File: src/rtl/sig_pkg.sv
// Shared types and helpers for the signed datapath stages:
// frame FSM states, a constant clog2 and a generic saturate-to-width function.
package sig_pkg;

  typedef enum logic [0:0] {
    ACC  = 1'b0,
    HOLD = 1'b1
  } state_e;

  typedef struct packed {
    logic               sat;
    logic signed [63:0] value;
  } sat_res_t;

  function automatic int clog2(input int v);
    int r;
    r = 0;
    while ((1 << r) < v) begin
      r = r + 1;
    end
    return r;
  endfunction

  // Clamp a sign-extended value into the signed range of a dw-bit word.
  function automatic sat_res_t sat_trunc(input logic signed [63:0] v, input int dw);
    logic signed [63:0] hi;
    logic signed [63:0] lo;
    sat_res_t           r;
    hi = (64'sd1 <<< (dw - 1)) - 64'sd1;
    lo = -hi - 64'sd1;
    if (v > hi) begin
      r.sat   = 1'b1;
      r.value = hi;
    end else if (v < lo) begin
      r.sat   = 1'b1;
      r.value = lo;
    end else begin
      r.sat   = 1'b0;
      r.value = v;
    end
    return r;
  endfunction

endpackage

File: src/rtl/sig_sat_shift.sv
// Combinational arithmetic right shift of a wide signed sum followed by
// saturation back to DW bits.
module sig_sat_shift
  import sig_pkg::*;
#(
  parameter int DW    = 16,
  parameter int ACC_W = 24,
  parameter int SHIFT = 3
) (
  input  logic signed [ACC_W-1:0] sum_i,
  output logic signed [DW-1:0]    data_o,
  output logic                    sat_o
);

  logic signed [ACC_W-1:0] sh_s;
  logic signed [63:0]      sh64_s;
  sat_res_t                res_s;

  // Floor-scale the sum, widen it and clamp into the output range.
  always_comb begin
    sh_s   = sum_i >>> SHIFT;
    sh64_s = {{(64 - ACC_W){sh_s[ACC_W-1]}}, sh_s};
    res_s  = sat_trunc(sh64_s, DW);
    data_o = DW'(res_s.value);
    sat_o  = res_s.sat;
  end

endmodule

File: src/rtl/sig_frame_accum.sv
// Frame accumulator: sums N signed samples, scales/saturates the total and
// holds it on a valid/ready output; one bubble cycle per frame.
module sig_frame_accum
  import sig_pkg::*;
#(
  parameter int DW    = 16,
  parameter int N     = 8,
  parameter int SHIFT = 3,
  parameter int ACC_W = 24
) (
  input  logic                     clk,
  input  logic                     rst,
  input  logic                     in_vld,
  output logic                     in_rdy,
  input  logic signed [DW-1:0]     in_data,
  output logic                     out_vld,
  input  logic                     out_rdy,
  output logic signed [DW-1:0]     out_data,
  output logic                     out_sat,
  output logic [clog2(N+1)-1:0]    frm_cnt
);

  localparam int CW = clog2(N + 1);

  if (ACC_W < DW + clog2(N)) begin : g_acc_w_chk
    $error("sig_frame_accum: ACC_W too narrow for DW and N");
  end
  if (ACC_W > 64) begin : g_acc_w_max_chk
    $error("sig_frame_accum: ACC_W above 64 not supported");
  end
  if (N < 2 || N > 256) begin : g_n_chk
    $error("sig_frame_accum: N outside 2..256");
  end
  if (SHIFT < 0 || SHIFT >= ACC_W) begin : g_shift_chk
    $error("sig_frame_accum: SHIFT outside 0..ACC_W-1");
  end

  state_e                  state_q, state_d;
  logic signed [ACC_W-1:0] acc_q, acc_d;
  logic [CW-1:0]           cnt_q, cnt_d;
  logic                    in_rdy_q, in_rdy_d;
  logic                    out_vld_q, out_vld_d;
  logic signed [DW-1:0]    out_data_q, out_data_d;
  logic                    out_sat_q, out_sat_d;

  logic signed [ACC_W-1:0] sum_s;
  logic signed [DW-1:0]    sh_data_s;
  logic                    sh_sat_s;

  assign sum_s = acc_q + {{(ACC_W - DW){in_data[DW-1]}}, in_data};

  sig_sat_shift #(
    .DW    (DW),
    .ACC_W (ACC_W),
    .SHIFT (SHIFT)
  ) u_sat_shift (
    .sum_i  (sum_s),
    .data_o (sh_data_s),
    .sat_o  (sh_sat_s)
  );

  // Next-state logic for the frame FSM, accumulator, counter and outputs.
  always_comb begin
    state_d    = state_q;
    acc_d      = acc_q;
    cnt_d      = cnt_q;
    in_rdy_d   = in_rdy_q;
    out_vld_d  = out_vld_q;
    out_data_d = out_data_q;
    out_sat_d  = out_sat_q;
    case (state_q)
      ACC: begin
        if (in_vld && in_rdy_q) begin
          if (cnt_q == CW'(N - 1)) begin
            acc_d      = '0;
            cnt_d      = '0;
            out_data_d = sh_data_s;
            out_sat_d  = sh_sat_s;
            out_vld_d  = 1'b1;
            in_rdy_d   = 1'b0;
            state_d    = HOLD;
          end else begin
            acc_d = sum_s;
            cnt_d = cnt_q + CW'(1);
          end
        end else begin
          state_d = ACC;
        end
      end
      HOLD: begin
        // Input stays blocked on the release edge: that is the frame bubble.
        if (out_rdy) begin
          out_vld_d = 1'b0;
          in_rdy_d  = 1'b1;
          state_d   = ACC;
        end else begin
          state_d = HOLD;
        end
      end
      default: begin
        acc_d     = '0;
        cnt_d     = '0;
        out_vld_d = 1'b0;
        in_rdy_d  = 1'b1;
        state_d   = ACC;
      end
    endcase
  end

  // State registers with synchronous reset.
  always_ff @(posedge clk) begin
    if (rst) begin
      state_q    <= ACC;
      acc_q      <= '0;
      cnt_q      <= '0;
      in_rdy_q   <= 1'b1;
      out_vld_q  <= 1'b0;
      out_data_q <= '0;
      out_sat_q  <= 1'b0;
    end else begin
      state_q    <= state_d;
      acc_q      <= acc_d;
      cnt_q      <= cnt_d;
      in_rdy_q   <= in_rdy_d;
      out_vld_q  <= out_vld_d;
      out_data_q <= out_data_d;
      out_sat_q  <= out_sat_d;
    end
  end

  assign in_rdy   = in_rdy_q;
  assign out_vld  = out_vld_q;
  assign out_data = out_data_q;
  assign out_sat  = out_sat_q;
  assign frm_cnt  = cnt_q;

endmodule

File: config.mk
export PLATFORM = sky130hd
export DESIGN_NAME = sig_frame_accum
export DESIGN_NICKNAME = d
export VERILOG_FILES = /design/src/rtl/sig_pkg.sv /design/src/rtl/sig_sat_shift.sv /design/src/rtl/sig_frame_accum.sv
export SDC_FILE = /design/constraint.sdc
export NUM_CORES = 1
export LEC_CHECK = 0
export BUFFER_PORTS_ARGS = -buffer_cell sky130_fd_sc_hd__buf_4
export CORE_MARGIN = 10
export CORE_UTILIZATION = 33
export DETAILED_ROUTE_END_ITERATION = 12
export GPL_TIMING_DRIVEN = 0
export PLACE_DENSITY = 0.51
export SLEW_MARGIN = 20
export SYNTH_ARGS = -nofsm -noshare
export SYNTH_HDL_FRONTEND = slang
export SYNTH_SLANG_ARGS = --single-unit
export TNS_END_PERCENT = 30
File: constraint.sdc
create_clock -name clk -period 10.47 [get_ports clk]
set_clock_uncertainty 0.05 [all_clocks]
set_input_delay 2.094 -clock clk [delete_from_list [all_inputs] [get_ports clk]]
set_output_delay 2.094 -clock clk [all_outputs]
set_load 0.1 [all_outputs]
; Yosys cells after proc, flatten, opt, wreduce, memory -nomap -nowiden
; Index checks and enable logic that the tools add are counted.
[totals]
reg_bits = 48
in_bits = 20
output_inout_bits = 23
elab_cells = 36
[classes]
addsub = 2
magnitude_cmp = 2
n_eq_ne = 4
n_mux = 16
bitwise_logic = 1
reduce_logical = 4
[ops]
columns = operator, count
row1 = 65-bit two-way mux, 2
row2 = 24-bit adder, 1
row3 = 24-bit two-way mux, 1
row4 = 21-bit by 16-bit > comparator with 1-bit output (second input constant), 1
row5 = 21-bit by 16-bit less-than comparator with 1-bit output (second input constant), 1
row6 = 1-bit two-way mux, 9
row7 = 2-bit inequality test (second input constant), 3
row8 = 1-bit case mux with 2 select lines, 3
row9 = 3-bit AND reduction, 2
row10 = 4-bit by 1-bit adder with 4-bit output (second input constant), 1
row11 = 4-bit by 3-bit == test with 1-bit output (second input constant), 1
row12 = 4-bit two-way mux, 1
row13 = 2-bit AND reduction, 1
row14 = 1-bit logical AND, 1
row15 = 1-bit NOT, 1

; Longest topological paths before layout
; Gate-level depths: netlist of run 1.
[logic_depth]
word_depth = 4
mapped_depth = 12
mapped_depth_nobuf = 11

; By module
; From an unflattened synthesis of run 1, not the netlist that was laid out.
[unflattened]
cells_unflattened = 377
area_unflattened_um2 = 3126.7
[by_module_without_submodules]
columns = module, instances, cells_each, area_each_um2, seq_area_each_um2
row1 = sig_frame_accum, 1, 350, 2917.8, 960.9
row2 = sig_sat_shift, 1, 27, 209.0, 0.0

; Worst setup path after synthesis of run 1
; No wires, ideal clock.
[synth_path]
kind = input -> register
from = input port in_data[0]
to = register out_data_q[10] (netlist: out_data[10])
setup_ps = 132
arrival_ps = 4712
required_time_ps = 10288
path_slack_ps = 5576
path_stages = 12
n_path_buf = 1
path_cell_list = ha_1 > fa_1 > a21oi_2 > o211ai_1 > a2111oi_2 > nor3_1 > or4_4 > a221oi_2 > a41oi_2 > nor2_4 > buf_6 > o32ai_1
[synth_via]
elab_chain_len = 4
word_cells_on_any_way = 5
cone_classes = add/sub (1) / order compare (2) / mux (2)
[synth_rtl]
columns = element, line_no
row1 = "start, declared", sig_frame_accum.sv:15  ; input logic signed [DW-1:0] in_data,
row2 = 24-bit adder (*), sig_frame_accum.sv:50  ; assign sum_s = acc_q + {{(ACC_W - DW){in_data[DW-1]}}, in_data};
row3 = 21-bit by 16-bit less-than comparator with 1-bit output, sig_pkg.sv:34  ; end else if (v < lo) begin
row4 = 65-bit two-way mux, sig_pkg.sv:34
row5 = 65-bit two-way mux (*), sig_pkg.sv:31  ; if (v > hi) begin
row6 = "end signal, assigned", sig_frame_accum.sv:126  ; out_data_q <= out_data_d;
row7 = "end, declared", sig_frame_accum.sv:43  ; logic signed [DW-1:0] out_data_q, out_data_d;
; Every way passes the cells marked *; elsewhere a longest branch is shown, timed or not.
; A chain may end at the register's enable or synchronous reset.

; Worst setup path after layout of run 1
[layout_path]
from = input port in_data[0]
to = register out_data_q[6] (netlist: out_data[6])
; The elaborated chain is that of the path after synthesis.

==> flow_metrics.tcl, run 1 <==
set metrics [dict create \
    run_status "completed" \
    pwr_density_cell_mw_per_mm2 151 \
    synth.distinct_cells 55 \
    antenna_found_initial 0 \
    drc_errors 0 \
    syn_area_mm2 0.00310 \
    path_class "primary input to register" \
    ys_warn_count 0 \
    postSynthAreaPerCell_um2 8.03 \
    wl_met1_mm 4.31 \
    antennaDiodeCount 0 \
    finalCriticalPeriod_ns 5.17 \
    multi_input_area_mm2 0.00202 \
    drtIter0Drc 121 \
    ir_drop_uv 64.6 \
    dp_hpwl_mm 7.00 \
    syn2layout_area_growth_pct 18.1 \
    seq_area_frac_synth_pct 31.0 \
    fin_crit_sh_pct 49.4 \
    clkSlewWorstSetupHoldPaths_ns 0.11 \
    numCtsBuffers 5 \
    crit_path_end_kind "register" \
    final_layout_size_suffix_gt1_share_pct 14.9 \
    hold_violations 0 \
    htree_levels 2 \
    first_pass_iters 4 \
    post_cts_buffers 0 \
    routed_wl_mm 9.04 \
    syn_nets 431 \
    io-pin-count 43 \
    fp.dieW_um 117 \
    gp_congestion 0.875 \
    slew_headroom_pct 47.6 \
    wire_per_inst_um 16.6 \
    rsz0062_at_grt "no" \
    synth_compound_area_share_pct 28.4 \
    setup_viol_count_final 0 \
    synth_fa_ha_area_share_pct 10.3 \
    seq_area_um2 961 \
    path_max_fanout 10 \
    ctsResizeCount 0 \
    holdBufCountCts 0 \
    overflow 0 \
    ys.flop_type "dfxtp_1" \
    io_buffers 41 \
    start_util_pct 33.7 \
    synth_edf_count 0 \
    hold_class "register to register" \
    die_h_um 117 \
    finalPower_w 0.000553 \
    worstPathArrival_ns 5.30 \
    muxShareOfSynthArea_pct 0.323 \
    tritoncts "done" \
    cts.sinks 48 \
    max_freq_mhz 193 \
    synth-seq-cells 48 \
    grt.total_usage_pct 13.3 \
    async_flop_share_pct 0 \
    top_layer_used "met4" \
    clkLatencyLatePin_ns 0.32 \
    grt_pass1_wl_mm 14.6 \
    synth_top_family_by_area "compound AO/OA/AOI/OAI gates" \
    maxCapViolations 0 \
    synthXorXnorAreaFrac_pct 5.09 \
    start_kind "primary input" \
    die_area_mm2 0.0137 \
    tns_ns 0 \
    netlist_instances 386 \
    grt_max_degree 17 \
    num_vias 2984 \
    worstMarginPinSlew_ns 0.776 \
    wl_met3_um 466 \
    p_leak_nw 1.54 \
    core_area_mm2 0.00920 \
    fillers 988 \
    synth-simple-area-share_pct 21.2 \
    viasPerCell 5.47 \
    route.met2.wl_mm 4.20 \
    nets 479 \
    root_buffer "clkbuf_8" \
    grt_pass1_vias 2893 \
    num_rows 35 \
    drtAntennaViolNets 0 \
    critPathRequiredTime_ns 10.60 \
    drv_slew 0 \
    cts_buffer_depth 2 \
]
[cells by family after synthesis]
logic type | count (synthesis)
simple gates | 150
compound gates | 119
flops | 48
buf+inv | 25
fa+ha+maj | 25
xor+xnor | 18
mux | 1
[flip-flops by register name, summed over array words and instances, names as in the netlist]
name	cells
acc_q	24
out_data	16
frm_cnt	4
in_rdy	1
out_sat	1
out_vld	1
state_q	1
[critical path: stages]
cell and delay (ns):
buf_4 0.11, ha_1 0.22, fa_1 0.43, a21oi_2 0.20
o211ai_1 0.17, a2111oi_2 0.41, nor3_1 0.16, or4_4 0.45
and2_1 0.21, a31oi_2 0.41, buf_2 0.33, o32ai_1 0.11
[final timing paths]
path,start,endpoint,slack (ns),depth (start not counted)
setup / recovery,in_data[0],out_data[6],5.30,12
hold / removal,out_vld,out_vld,0.42,2
setup reg to reg,acc_q[0],out_data[6],6.86,11
hold reg to reg,out_vld,out_vld,0.42,2
[where the power goes]
part	switching [W]	leakage [nW]	internal (W)	total, W
Clock	0.0000742	0.0548	0.0000722	0.000146
Combinational	0.000124	1.09	0.0000797	0.000204
Sequential	0.00000763	0.392	0.000195	0.000203
[cell usage in the layout, fill, tap and decap left out, types with 2 or more instances in the layout]
cell,n
nand3_1,10
buf_6,2
dfxtp_1,48
nand4_1,3
a21oi_2,3
nor2_1,77
ha_1,24
and3_1,2
a21o_1,8
a211oi_1,4
or3_1,2
inv_1,4
buf_4,41
o21a_1,4
o211a_1,3
buf_2,3
a31oi_1,4
a22oi_1,23
nand2_1,35
xor2_1,6
nor3_1,5
a21oi_1,21
o32ai_1,15
o211ai_1,2
o21ai_0,13
o31a_1,2
and3b_1,2
o21bai_1,3
xnor2_1,12
clkbuf_1,15
and2_1,5
nor2b_1,2
clkbuf_8,5
[synth_stat cells (6+ instances only)]
cell	count	area, µm²
dfxtp_1	48	961
nand3_1	10	50.1
nor2_1	77	289
o21ai_0	13	65.1
xnor2_1	12	105
a21oi_1	21	105
xor2_1	6	52.6
a22oi_1	23	173
nand2_1	35	131
clkbuf_1	15	56.3
a21o_1	8	60.1
o32ai_1	15	131
ha_1	24	300
[layout make-up]
cell class                      instances  area share (%)
Clock inverter                          3            1.26
Multi-Input combinational cell        313            55.3
Tap cell                              111            3.79
Sequential cell                        48            26.3
Buffer                                 21            2.67
Clock buffer                            5            1.88
Inverter                                4           0.410
Timing Repair Buffer                   41            8.41
[through the flow]
step / setup slack (ns) / cells / hold WS, ns / cell area [µm²] / util [%]
final: 5.30 / 546 / 0.417 / 3660 / 39.8
after detailed placement: 4.96 / 538 / 0.403 / 3540 / 38.5
after CTS: 5.29 / 546 / 0.417 / 3660 / 39.8
after floorplan: 5.58 / 386 / 0.390 / 3100 / -
after global routing: 5.05 / 546 / 0.459 / 3660 / 39.8
after global placement: 4.97 / 538 / 0.398 / 3540 / 38.5
[layer usage]
layer,GRT usage [%],up-vias
met2,22.0,55
met5,0,-
met4,2.47,0
met3,3.16,5
li1,-,1513
met1,17.2,1411
Power figures use the tool's default switching activity.
==> run 2, diff against run 1 <==
- PLACE_DENSITY: 0.51 -> 0.53
- clock period: 10.47 -> 4.7 ns (I/O delays scaled with it)
==> run 2 against run 1 <==
Compared with the run above: final area up 0.17%; worst hold slack worse by 0.0035 ns; routed wire length down 1.1%; sequential power up 120%; largest cell class unchanged; final cell count unchanged; register-to-register slack worse by 5.7 ns; highest routed layer unchanged; critical endpoint unchanged; first-iteration DRC count up 26%; die area unchanged.
==> flow_metrics.tcl, run 2 (synthesis gave the netlist of run 1 again) <==
set metrics [dict create \
    path_delay_family "compound AO/OA/AOI/OAI gates" \
    grt_pass1_wl_mm 14.6 \
    cp_slowest_cell "or4_4" \
    io-pin-count 43 \
    worst-path-buf-inv 2 \
    final_layout_size_suffix_gt1_share_pct 14.9 \
    maxCapViolations 0 \
    seqPwrFrac_pct 36.6 \
    rsz0062_at_grt "no" \
    cts_buffer_depth 2 \
    layout_common_cells "nor2_1, dfxtp_1, buf_4, nand2_1, ha_1" \
    numCtsBuffers 5 \
    finalCriticalPeriod_ns 3.98 \
    clkSlewWorstSetupHoldPaths_ns 0.10 \
    utilization_pct 39.9 \
    fin_cells 546 \
    setup_viol_count_final 0 \
    finalWorstSetupSlack_ns 0.721 \
    hold_class "register to register" \
    nets 479 \
    pre_cts_slack_ns 0.379 \
    clkLatencyLatePin_ns 0.31 \
    post_cts_buffers 0 \
    p_leak_nw 1.55 \
    dp_hpwl_mm 6.95 \
    antennaDiodeCount 0 \
    fin_crit_sh_pct 84.7 \
    dpl-instance-area_mm2 0.00354 \
    top_layer_used "met4" \
    grt_pass1_vias 2914 \
    htree_levels 2 \
    start_kind "primary input" \
    routed_wl_mm 8.95 \
    swShare_pct 36.2 \
    p_clk_share_pct 26.8 \
    wire_per_inst_um 16.4 \
    first_pass_iters 4 \
    drc_errors 0 \
    root_buffer "clkbuf_8" \
    route.met2.wl_mm 4.16 \
    tns_ns 0 \
    crit_path_end_kind "register" \
    pwr_density_cell_mw_per_mm2 336 \
    syn2layout_area_growth_pct 18.3 \
    max_stage_delay_ns 0.44 \
    num_rows 35 \
    grt_max_degree 16 \
    fp.dieW_um 117 \
    die_h_um 117 \
    critPathRequiredTime_ns 4.82 \
    cts.sinks 48 \
    overflow 0 \
    worstMarginPinSlew_ns 0.772 \
    drtAntennaViolNets 0 \
    holdBufCountCts 0 \
    ctsResizeCount 0 \
    core_area_mm2 0.00920 \
    wl_met1_mm 4.28 \
    p_comb_share_pct 36.5 \
    final_common_cell "nor2_1" \
    switchingPower_w 0.000446 \
    largest_register_ffs 24 \
    regMostFlops "acc_q" \
    wl_met3_um 370 \
    slew_headroom_pct 47.8 \
    run_status "completed" \
    num_vias 2956 \
    die_area_mm2 0.0137 \
    dp_cells 538 \
    drtIter0Drc 152 \
    worstPathArrival_ns 4.10 \
    antenna_found_initial 0 \
    crit_chain "buf_4, ha_1, fa_1, a21oi_2, o211ai_1, a2111oi_2, nor3_1, or4_4, and2_1, a31oi_2, buf_2, o32ai_1" \
    p_int_w 0.000786 \
    gp_congestion 0.883 \
    max_freq_mhz 251 \
    hold_violations 0 \
    path_max_fanout 10 \
    tritoncts "done" \
    ir_drop_uv 125 \
    viasPerCell 5.41 \
    drv_slew 0 \
    final_area_mm2 0.00367 \
    io_buffers 41 \
    path_class "primary input to register" \
    start_util_pct 33.7 \
    grt.total_usage_pct 13.3 \
]
[run 2: layer usage]
layer	track usage, %	vias up
met5	0	-
met4	3.05	0
met3	3.06	14
met2	22.2	52
met1	16.9	1378
li1	-	1512
[run 2: through the flow]
| stage | hold slack (ns) | power [W] |
|---|---|---|
| floorplan | 0.390 | 0.000802 |
| global placement | 0.400 | 0.000909 |
| detailed placement | 0.404 | 0.000911 |
| CTS | 0.419 | 0.00125 |
| global route | 0.440 | 0.00131 |
| finish | 0.414 | 0.00123 |
[run 2: worst min-delay path, cell delays in order (launching register included)]
cell,delay [ns]
dfxtp_1,0.32
nand2_1,0.05
a21oi_1,0.05
[run 2: final cells by class]
cell class,instances,area (µm²)
multi-input cells,313,2020
repair buffers,41,308
clock buffers,6,82.6
clock inverters,2,38.8
plain buffers,21,97.6
fillers,1010,5530
flip-flops and latches,48,961
inverters,4,15.0
well taps,111,139
[run 2: power groups by stage]
stage,clock [W],sequential (W),combinational (W)
after floorplan,0,0.000466,0.000336
after global placement,0,0.000460,0.000449
after detailed placement,0,0.000461,0.000450
after CTS,0.000341,0.000452,0.000453
after global routing,0.000355,0.000455,0.000504
final,0.000331,0.000451,0.000450
[run 2: worst paths after layout]
check	to	startpoint	cells past startpoint	slack [ns]
setup / recovery	out_data[6]	in_data[0]	12	0.72
hold / removal	out_vld	out_vld	2	0.41
setup reg to reg	out_data[6]	acc_q[0]	11	1.14
hold reg to reg	out_vld	out_vld	2	0.41
